`src/rtl/oled_ctrl_pkg.sv`:
```
// ============================================================================
//  Module   : oled_ctrl_pkg
//  Brief    : Shared types, constants and init-command ROM for the OLED sequencer.
//  Revision : 1.0  initial release
// ============================================================================
`default_nettype none

package oled_ctrl_pkg;

    typedef enum logic [3:0] {
        ST_OFF       = 4'd0,
        ST_PWR_WAIT  = 4'd1,
        ST_RES_LOW   = 4'd2,
        ST_RES_HIGH  = 4'd3,
        ST_INIT      = 4'd4,
        ST_VCC_WAIT  = 4'd5,
        ST_DISP_ON   = 4'd6,
        ST_READY     = 4'd7,
        ST_ISSUE     = 4'd8,
        ST_WAIT_DONE = 4'd9
    } state_t;

    localparam int         INIT_LEN        = 4;
    localparam int         INIT_IDX_W      = 3;
    localparam int         TMR_W           = 32;
    localparam int         PIX_PER_BATCH   = 7;
    localparam logic [7:0] CMD_DISPLAY_ON  = 8'hAF;
    localparam logic [7:0] CMD_DISPLAY_OFF = 8'hAE;

    typedef struct packed {
        logic [3:0]   count;
        logic [119:0] bytes;
    } init_entry_t;

    // Panel bring-up list: unlock, display off, remap, column window.
    function automatic init_entry_t init_rom(input logic [INIT_IDX_W-1:0] idx);
        init_entry_t e;
        e.count = 4'd0;
        e.bytes = '0;
        case (idx)
            3'd0: begin e.count = 4'd2; e.bytes = {8'hFD, 8'h12, 104'h0};        end
            3'd1: begin e.count = 4'd1; e.bytes = {CMD_DISPLAY_OFF, 112'h0};     end
            3'd2: begin e.count = 4'd2; e.bytes = {8'hA0, 8'h72, 104'h0};        end
            3'd3: begin e.count = 4'd3; e.bytes = {8'h15, 8'h00, 8'h5F, 96'h0};  end
            default: ;
        endcase
        return e;
    endfunction

endpackage

`default_nettype wire

```
`src/rtl/oled_delay_timer.sv`:
```
// ============================================================================
//  Module   : oled_delay_timer
//  Brief    : Loadable down-counter; expired is high while the count is zero.
//  Revision : 1.0  initial release
// ============================================================================
`default_nettype none

module oled_delay_timer #(
    parameter int W = 32
) (
    input  logic         clk,
    input  logic         rst_n,
    input  logic         load,
    input  logic [W-1:0] value,
    output logic         expired
);

    logic [W-1:0] cnt_q;
    logic [W-1:0] cnt_d;

    always_comb begin
        cnt_d = cnt_q;
        if (load) begin
            cnt_d = value;
        end else if (cnt_q != '0) begin
            cnt_d = cnt_q - 1'b1;
        end
    end

    always_ff @(posedge clk or negedge rst_n) begin
        if (!rst_n) begin
            cnt_q <= '0;
        end else begin
            cnt_q <= cnt_d;
        end
    end

    assign expired = (cnt_q == '0);

endmodule

`default_nettype wire

```
`src/rtl/oled_seq_ctrl.sv`:
```
// ============================================================================
//  Module   : oled_seq_ctrl
//  Brief    : OLED power-up sequencer and command/pixel arbiter for the SPI
//             byte engine. Define OLED_PIX_BATCH_EN to pack pixels 7 per transfer.
//  Revision : 1.0  initial release
// ============================================================================
`default_nettype none

module oled_seq_ctrl
    import oled_ctrl_pkg::*;
#(
    parameter int PWR_WAIT_CYC = 2_000_000,
    parameter int RES_LOW_CYC  = 300,
    parameter int VCC_WAIT_CYC = 10_000_000,
    parameter int FLUSH_CYC    = 64
) (
    input  logic         clk,
    input  logic         rst_n,
    input  logic         start,
    input  logic         cmd_req,
    input  logic [3:0]   cmd_count,
    input  logic [119:0] cmd_bytes,
    output logic         cmd_ack,
    input  logic         pix_valid,
    input  logic [15:0]  pix_data,
    input  logic         pix_last,
    output logic         pix_ready,
    output logic         spi_data_type,
    output logic [3:0]   spi_byte_count,
    output logic [119:0] spi_bytes,
    input  logic         spi_done,
    output logic         oled_pmoden,
    output logic         oled_vccen,
    output logic         oled_res,
    output logic         ready
);

    state_t                 state_q, state_d;
    logic [INIT_IDX_W-1:0]  init_idx_q, init_idx_d;
    logic                   ready_q, ready_d;
    logic                   xfer_type_q, xfer_type_d;
    logic [3:0]             xfer_cnt_q, xfer_cnt_d;
    logic [119:0]           xfer_bytes_q, xfer_bytes_d;
    logic                   from_cmd_q, from_cmd_d;
    logic                   tmr_load;
    logic [TMR_W-1:0]       tmr_value;
    logic                   tmr_expired;
    init_entry_t            init_ent;
    logic                   pix_accept;

    oled_delay_timer #(.W(TMR_W)) u_timer (
        .clk     (clk),
        .rst_n   (rst_n),
        .load    (tmr_load),
        .value   (tmr_value),
        .expired (tmr_expired)
    );

    assign pix_accept = pix_valid && pix_ready;

`ifdef OLED_PIX_BATCH_EN
    localparam int IDLE_W = $clog2(FLUSH_CYC + 1);

    logic [119:0]    buf_q, buf_d;
    logic [2:0]      buf_n_q, buf_n_d;
    logic [IDLE_W-1:0] idle_q, idle_d;
    logic            issue_buf;
    logic [119:0]    buf_src;
    logic [2:0]      buf_cnt;
    logic [119:0]    buf_ins;

    always_ff @(posedge clk or negedge rst_n) begin
        if (!rst_n) begin
            buf_q   <= '0;
            buf_n_q <= '0;
            idle_q  <= '0;
        end else begin
            buf_q   <= buf_d;
            buf_n_q <= buf_n_d;
            idle_q  <= idle_d;
        end
    end
`else
    logic unused_cfg;
    assign unused_cfg = pix_last ^ (FLUSH_CYC == 0);
`endif

    always_ff @(posedge clk or negedge rst_n) begin
        if (!rst_n) begin
            state_q      <= ST_OFF;
            init_idx_q   <= '0;
            ready_q      <= 1'b0;
            xfer_type_q  <= 1'b0;
            xfer_cnt_q   <= 4'd0;
            xfer_bytes_q <= '0;
            from_cmd_q   <= 1'b0;
        end else begin
            state_q      <= state_d;
            init_idx_q   <= init_idx_d;
            ready_q      <= ready_d;
            xfer_type_q  <= xfer_type_d;
            xfer_cnt_q   <= xfer_cnt_d;
            xfer_bytes_q <= xfer_bytes_d;
            from_cmd_q   <= from_cmd_d;
        end
    end

    always_comb begin
        state_d      = state_q;
        init_idx_d   = init_idx_q;
        xfer_type_d  = xfer_type_q;
        xfer_cnt_d   = xfer_cnt_q;
        xfer_bytes_d = xfer_bytes_q;
        from_cmd_d   = from_cmd_q;
        tmr_load     = 1'b0;
        tmr_value    = '0;
        init_ent     = init_rom(init_idx_q);
`ifdef OLED_PIX_BATCH_EN
        buf_d     = buf_q;
        buf_n_d   = buf_n_q;
        idle_d    = idle_q;
        issue_buf = 1'b0;
        buf_src   = buf_q;
        buf_cnt   = buf_n_q;
        buf_ins   = buf_q | ({pix_data, 104'h0} >> {buf_n_q, 4'b0000});
`endif
        case (state_q)
            ST_OFF: begin
                if (start) begin
                    state_d   = ST_PWR_WAIT;
                    tmr_load  = 1'b1;
                    tmr_value = TMR_W'(PWR_WAIT_CYC - 1);
                end
            end
            ST_PWR_WAIT: begin
                if (tmr_expired) begin
                    state_d   = ST_RES_LOW;
                    tmr_load  = 1'b1;
                    tmr_value = TMR_W'(RES_LOW_CYC - 1);
                end
            end
            ST_RES_LOW: begin
                if (tmr_expired) begin
                    state_d   = ST_RES_HIGH;
                    tmr_load  = 1'b1;
                    tmr_value = TMR_W'(RES_LOW_CYC - 1);
                end
            end
            ST_RES_HIGH: begin
                if (tmr_expired) begin
                    state_d = ST_INIT;
                end
            end
            ST_INIT: begin
                xfer_type_d  = 1'b0;
                xfer_cnt_d   = init_ent.count;
                xfer_bytes_d = init_ent.bytes;
                from_cmd_d   = 1'b0;
                init_idx_d   = init_idx_q + 1'b1;
                state_d      = ST_ISSUE;
            end
            ST_VCC_WAIT: begin
                if (tmr_expired) begin
                    state_d = ST_DISP_ON;
                end
            end
            ST_DISP_ON: begin
                xfer_type_d  = 1'b0;
                xfer_cnt_d   = 4'd1;
                xfer_bytes_d = {CMD_DISPLAY_ON, 112'h0};
                from_cmd_d   = 1'b0;
                init_idx_d   = init_idx_q + 1'b1;
                state_d      = ST_ISSUE;
            end
            ST_READY: begin
`ifdef OLED_PIX_BATCH_EN
                // A pending command first drains any buffered pixels.
                if (cmd_req && (buf_n_q != 3'd0)) begin
                    issue_buf = 1'b1;
                end else if (cmd_req) begin
                    xfer_type_d  = 1'b0;
                    xfer_cnt_d   = cmd_count;
                    xfer_bytes_d = cmd_bytes;
                    from_cmd_d   = 1'b1;
                    state_d      = ST_ISSUE;
                end else if (pix_accept) begin
                    if ((buf_n_q == 3'(PIX_PER_BATCH - 1)) || pix_last) begin
                        issue_buf = 1'b1;
                        buf_src   = buf_ins;
                        buf_cnt   = buf_n_q + 1'b1;
                    end else begin
                        buf_d   = buf_ins;
                        buf_n_d = buf_n_q + 1'b1;
                        idle_d  = '0;
                    end
                end else if (buf_n_q != 3'd0) begin
                    if (idle_q == IDLE_W'(FLUSH_CYC - 1)) begin
                        issue_buf = 1'b1;
                    end else begin
                        idle_d = idle_q + 1'b1;
                    end
                end
`else
                if (cmd_req) begin
                    xfer_type_d  = 1'b0;
                    xfer_cnt_d   = cmd_count;
                    xfer_bytes_d = cmd_bytes;
                    from_cmd_d   = 1'b1;
                    state_d      = ST_ISSUE;
                end else if (pix_accept) begin
                    xfer_type_d  = 1'b1;
                    xfer_cnt_d   = 4'd2;
                    xfer_bytes_d = {pix_data, 104'h0};
                    from_cmd_d   = 1'b0;
                    state_d      = ST_ISSUE;
                end
`endif
            end
            ST_ISSUE: begin
                state_d = (xfer_cnt_q == 4'd0) ? ST_READY : ST_WAIT_DONE;
            end
            ST_WAIT_DONE: begin
                // The init index also tracks where power-up resumes after each transfer.
                if (spi_done) begin
                    if (ready_q) begin
                        state_d = ST_READY;
                    end else if (init_idx_q < INIT_IDX_W'(INIT_LEN)) begin
                        state_d = ST_INIT;
                    end else if (init_idx_q == INIT_IDX_W'(INIT_LEN)) begin
                        state_d   = ST_VCC_WAIT;
                        tmr_load  = 1'b1;
                        tmr_value = TMR_W'(VCC_WAIT_CYC - 1);
                    end else begin
                        state_d = ST_READY;
                    end
                end
            end
            default: state_d = ST_OFF;
        endcase
`ifdef OLED_PIX_BATCH_EN
        if (issue_buf) begin
            xfer_type_d  = 1'b1;
            xfer_cnt_d   = {buf_cnt, 1'b0};
            xfer_bytes_d = buf_src;
            from_cmd_d   = 1'b0;
            buf_d        = '0;
            buf_n_d      = 3'd0;
            idle_d       = '0;
            state_d      = ST_ISSUE;
        end
`endif
        ready_d = ready_q | (state_d == ST_READY);
    end

    always_comb begin
        spi_byte_count = (state_q == ST_ISSUE) ? xfer_cnt_q : 4'd0;
        spi_bytes      = xfer_bytes_q;
        spi_data_type  = xfer_type_q;
        cmd_ack        = (state_q == ST_ISSUE) && from_cmd_q;
        pix_ready      = (state_q == ST_READY) && !cmd_req;
        oled_pmoden    = (state_q != ST_OFF);
        oled_res       = (state_q != ST_RES_LOW);
        oled_vccen     = (state_q == ST_VCC_WAIT) || (state_q == ST_DISP_ON) ||
                         (init_idx_q == INIT_IDX_W'(INIT_LEN + 1));
        ready          = ready_q;
    end

endmodule

`default_nettype wire

```
`config.mk`:
```
export PLATFORM = sky130hd
export DESIGN_NAME = oled_seq_ctrl
export DESIGN_NICKNAME = d
export VERILOG_FILES = /design/src/rtl/oled_ctrl_pkg.sv /design/src/rtl/oled_delay_timer.sv /design/src/rtl/oled_seq_ctrl.sv
export SDC_FILE = /design/constraint.sdc
export NUM_CORES = 1
export LEC_CHECK = 0
export ABC_AREA = 1
export CELL_PAD_IN_SITES_DETAIL_PLACEMENT = 0
export CELL_PAD_IN_SITES_GLOBAL_PLACEMENT = 2
export CORE_MARGIN = 4
export CORE_UTILIZATION = 26
export CTS_CLUSTER_SIZE = 12
export DETAILED_ROUTE_END_ITERATION = 8
export GPL_TIMING_DRIVEN = 0
export PLACE_DENSITY = 0.9
export REMOVE_ABC_BUFFERS = 1
export SLEW_MARGIN = 5
export SYNTH_ARGS = -nofsm -noshare
export SYNTH_HDL_FRONTEND = slang
export SYNTH_SLANG_ARGS = --single-unit
```
`constraint.sdc`:
```
create_clock -name clk -period 2.1 [get_ports clk]
set_input_delay 0.21 -clock clk [delete_from_list [all_inputs] [get_ports clk]]
set_output_delay 0.21 -clock clk [all_outputs]
set_load 0.1 [all_outputs]
```
==> results.txt <==
The clock passes through at most 2 buffers. The floorplan has 61 rows. Across the VDD grid, the largest voltage drop is 0.429 mV. Sorting the synthesized cells by area gives the leading types as dfrtp_1 56%, a22o_1 12%, nand2_1 6.1%, nor2_1 5.5%, inv_1 2.8%.

In this run the worst setup path terminates at cmd_ack. The die area is 31,300 sq um. TritonCTS built the clock tree.

The post-layout utilization of the core is 40.3%. Along the worst path, the maximum fanout reaches 8. Area share of the largest cell type after synthesis: 56.0%. The tools report the total number of yosys warnings as 0. The total wirelength of the detailed-routed design was 25,800 um; the slack of the worst reg-to-reg path was 0.15 ns. The endpoint of the lowest-slack register-to-register path is u_timer.cnt_q[22]$_DFFE_PN0P_. Global routing used 19.2% of the available met1 tracks. Detailed-route wire length per cell: 18.0 um. OpenSTA, run right after detailed placement, puts the worst setup slack at -0.692 ns. The tree is rooted in a clkbuf_16. The worst setup path is launched from a register.

For this run, the detailed router's first-pass iteration total came to 4. For this run, the register share of the synthesized area comes to 56.0%. The final weighted congestion of routability-driven global placement was 0.798; the placed wire-length estimate was 18,300 um. The highest clock frequency the design can meet is 501 MHz, and the number of DRC violations after detailed-routing iteration 0 is 318. Number of endpoints failing setup at the final stage: 0.

The minimum period implied by the final worst setup slack works out to 2.00 ns. Summed over all cells, the static leakage comes to 0.00577 uW. Count of max-cap constraint violations: 0. The logs give 11,300 sq um for the summed area of non-filler cells in the final layout and 0.335 ns for the final-layout worst hold slack. The startpoint of the worst-slack reg-to-reg timing path was init_idx_q[0]$_DFFE_PN0P_. The total of flip-flops plus latches after synthesis is 166, and the number of global-route vias before repair is 6,874. For the count of final max-slew check failures, the log shows 0.

The part of the cycle the worst path needs is 95.0%. The first global-routing pass estimated 39,100 um of wire. The detail route stage leaves a number of antenna-violating nets equal to 0. Measured along the x axis, the die boundary spans 177 um. The logs give 27.7% for the global routing usage on met2 and 1,385 for the number of cells after detailed placement.

The clock skew after layout is 0.0125 ns, and the placed standard-cell area is 10,600 sq um. The worst setup path startpoint was state_q[1]$_DFF_PN0_. The total area inside the core boundary comes to 28,000 sq um. The slew at the pin closest to its max-slew limit is 1.08 ns, and the total via count after detailed routing is 6,525. The final-layout fill cell count is 2,812.

Peak-usage layer in the global routing report: met2. The H-tree generated during clock tree synthesis spans 4 levels. The clock latency on the worst-skew pair is 0.43 ns, and the CTS clock-pin slew for the worst setup and hold paths is 0.07 ns. The endpoint kind of the worst setup timing path is an output port. dfrtp_1 takes more of the synthesized area than any other cell. In the synthesized netlist, the number of instances is 757.

Leaving out filler cells and counting taps, the final layout contains 1,431. For met3 alone, demand over resource in global routing was 5.40%. Power density over cell area: 641 nW/um^2. The floorplan step set the die height to 177 um. The total overflow left after global routing is 0. For the worst flop-to-flop path, the logic depth is 10. For the post-layout worst setup margin, the log shows 0.105 ns. Headroom to the max-slew limit came out at 28.3%.

At the end of the flow, the number of nets in the layout was 1,193. The worst hold path belongs to the class input pin to register. The number of antenna violations at the first check in global routing is 1.

The flow ran to the end, and the final reports show no timing, DRC or antenna violations. The library cells used most frequently in the layout, excluding fill and tap cells, are 164 x dfrtp_1, 144 x clkdlybuf4s50_1, 122 x dlygate4sd2_1. After detailed routing, the number of remaining DRC violations is 0.

The run gives 0 as the count of final hold-check violations. The setup path with the least slack is of type register to output port. The per-cell via count in the routed design works out to 4.56.

The share of post-route cells with drive strength above 1 is 9.22%, and the count of input and output buffers is 276. Leaving out fill and tap cells, the most frequent cell in the layout is dfrtp_1. The TritonCTS buffer count came out at 17. After synthesis the cells add up to 7420 sq um. At the worst endpoint, the required time is 1.89 ns. Effective utilization at floorplan: 26.5%. For this run, the total global-route usage over all layers was measured as 16.0%. Entering global routing, the biggest net connects 109 pins. For the worst path arrival time, the log shows 1.79 ns. CTS saw 166 sinks. The per-instance average area after synthesis is 9.81 sq um.

In this run the count of I/O pins placed on the die edge is 278. The distinct cell type count of the synthesized netlist came out at 35. The growth of design area from synthesis to finish is 52.2%.
## area by class of cell
class | count | area (sq um) | area share (%)
sequential | 166 | 4160 | 36.8
inverter | 62 | 263 | 2.33
clock buffer | 18 | 439 | 3.89
tap | 378 | 473 | 4.19
clock inverter | 14 | 156 | 1.38
antenna | 1 | 2.50 | 0.0222
multi-input combinational | 497 | 2890 | 25.6
timing repair buffer | 295 | 2920 | 25.8
## timing repair
item                                    4_1_cts  5_1_grt
resized for setup                           181       25
gates cloned                                  2        1
hold buffers                                  1        0
endpoints found under the hold margin        75        0
buffers inserted                              3        7
endpoints found under the setup margin      207       77
pin swaps                                     1        2
## cell families after synthesis
kind of cell    Yosys count  synth area share (%)
compound gates          168                  17.2
xor+xnor                 20                  2.36
fa+ha+maj                 7                  1.18
buf+inv                  94                  5.88
flops                   166                  56.0
mux                       1                 0.135
simple gates            301                  17.3
## power breakdown
part | leakage [uW] | switching, uW | internal, uW
sequential | 0.00224 | 93.6 | 3280
clock | 0.000289 | 1510 | 1630
combinational | 0.00324 | 352 | 384
## per-layer routing
layer / share of wire, % / wire length, um
met5: 0 / 0
met1: 42 / 10800
met4: 1.0 / 259
met2: 50 / 12900
met3: 6.8 / 1750
## critical path: stages (launching register included)
cell and delay, ns:
dfrtp_2 0.47, nor2_2 0.23, nand3_2 0.20, nor2_1 0.20
buf_6 0.25
## worst min path at each step
stage,to,cells past startpoint,startpoint
final,spi_bytes[96]$_DFFE_PN0P_,3,cmd_bytes[96]
after global routing,spi_bytes[100]$_DFFE_PN0P_,3,cmd_bytes[100]
after CTS,spi_bytes[96]$_DFFE_PN0P_,3,cmd_bytes[96]
after detailed placement,u_timer.cnt_q[1]$_DFFE_PN0P_,1,rst_n
after global placement,spi_bytes[113]$_DFFE_PN0P_,2,spi_bytes[113]$_DFFE_PN0P_
after floorplan,from_cmd_q$_DFFE_PN0P_,0,rst_n
## state kept, by name (all words and copies together), names as in the netlist
name,flops
init_idx_q,3
u_timer.cnt_q,32
xfer_cnt_q,4
from_cmd_q,1
state_q,4
spi_bytes,120
spi_data_type,1
ready,1
## synth_stat cells
| cell | count |
|---|---|
| buf_6 | 8 |
| mux2i_1 | 1 |
| dfrtp_1 | 166 |
| nor3_1 | 9 |
| a22oi_1 | 10 |
| a31oi_1 | 8 |
| nor2_1 | 108 |
| nand2_2 | 5 |
| nand3_1 | 38 |
| and3_1 | 1 |
| nand3b_1 | 1 |
| a21oi_1 | 22 |
| o31ai_1 | 1 |
| o211ai_1 | 5 |
| nor2_2 | 2 |
| nand2_4 | 2 |
| clkbuf_1 | 5 |
| inv_1 | 55 |
| nor2_4 | 2 |
| nand2_1 | 120 |
| nand4_1 | 10 |
| clkinv_1 | 1 |
| xnor2_1 | 12 |
| o21ai_4 | 1 |
| xor2_1 | 8 |
| inv_2 | 6 |
| ha_1 | 7 |
| a22o_1 | 98 |
| o21ai_1 | 9 |
| nand3_2 | 2 |
| or2_2 | 1 |
| o221ai_1 | 1 |
| o21ai_0 | 12 |
| a21oi_2 | 1 |
| buf_2 | 19 |
## stage by stage
step	TNS [ns]	total power, uW
CTS	-0.0365	7330
global placement	-1419.66	4150
global route	-0.0147	7550
floorplan	-137.16	3710
detailed placement	-27.77	4160
finish	0	7240
Note: power is estimated with default switching activity, not from simulation.
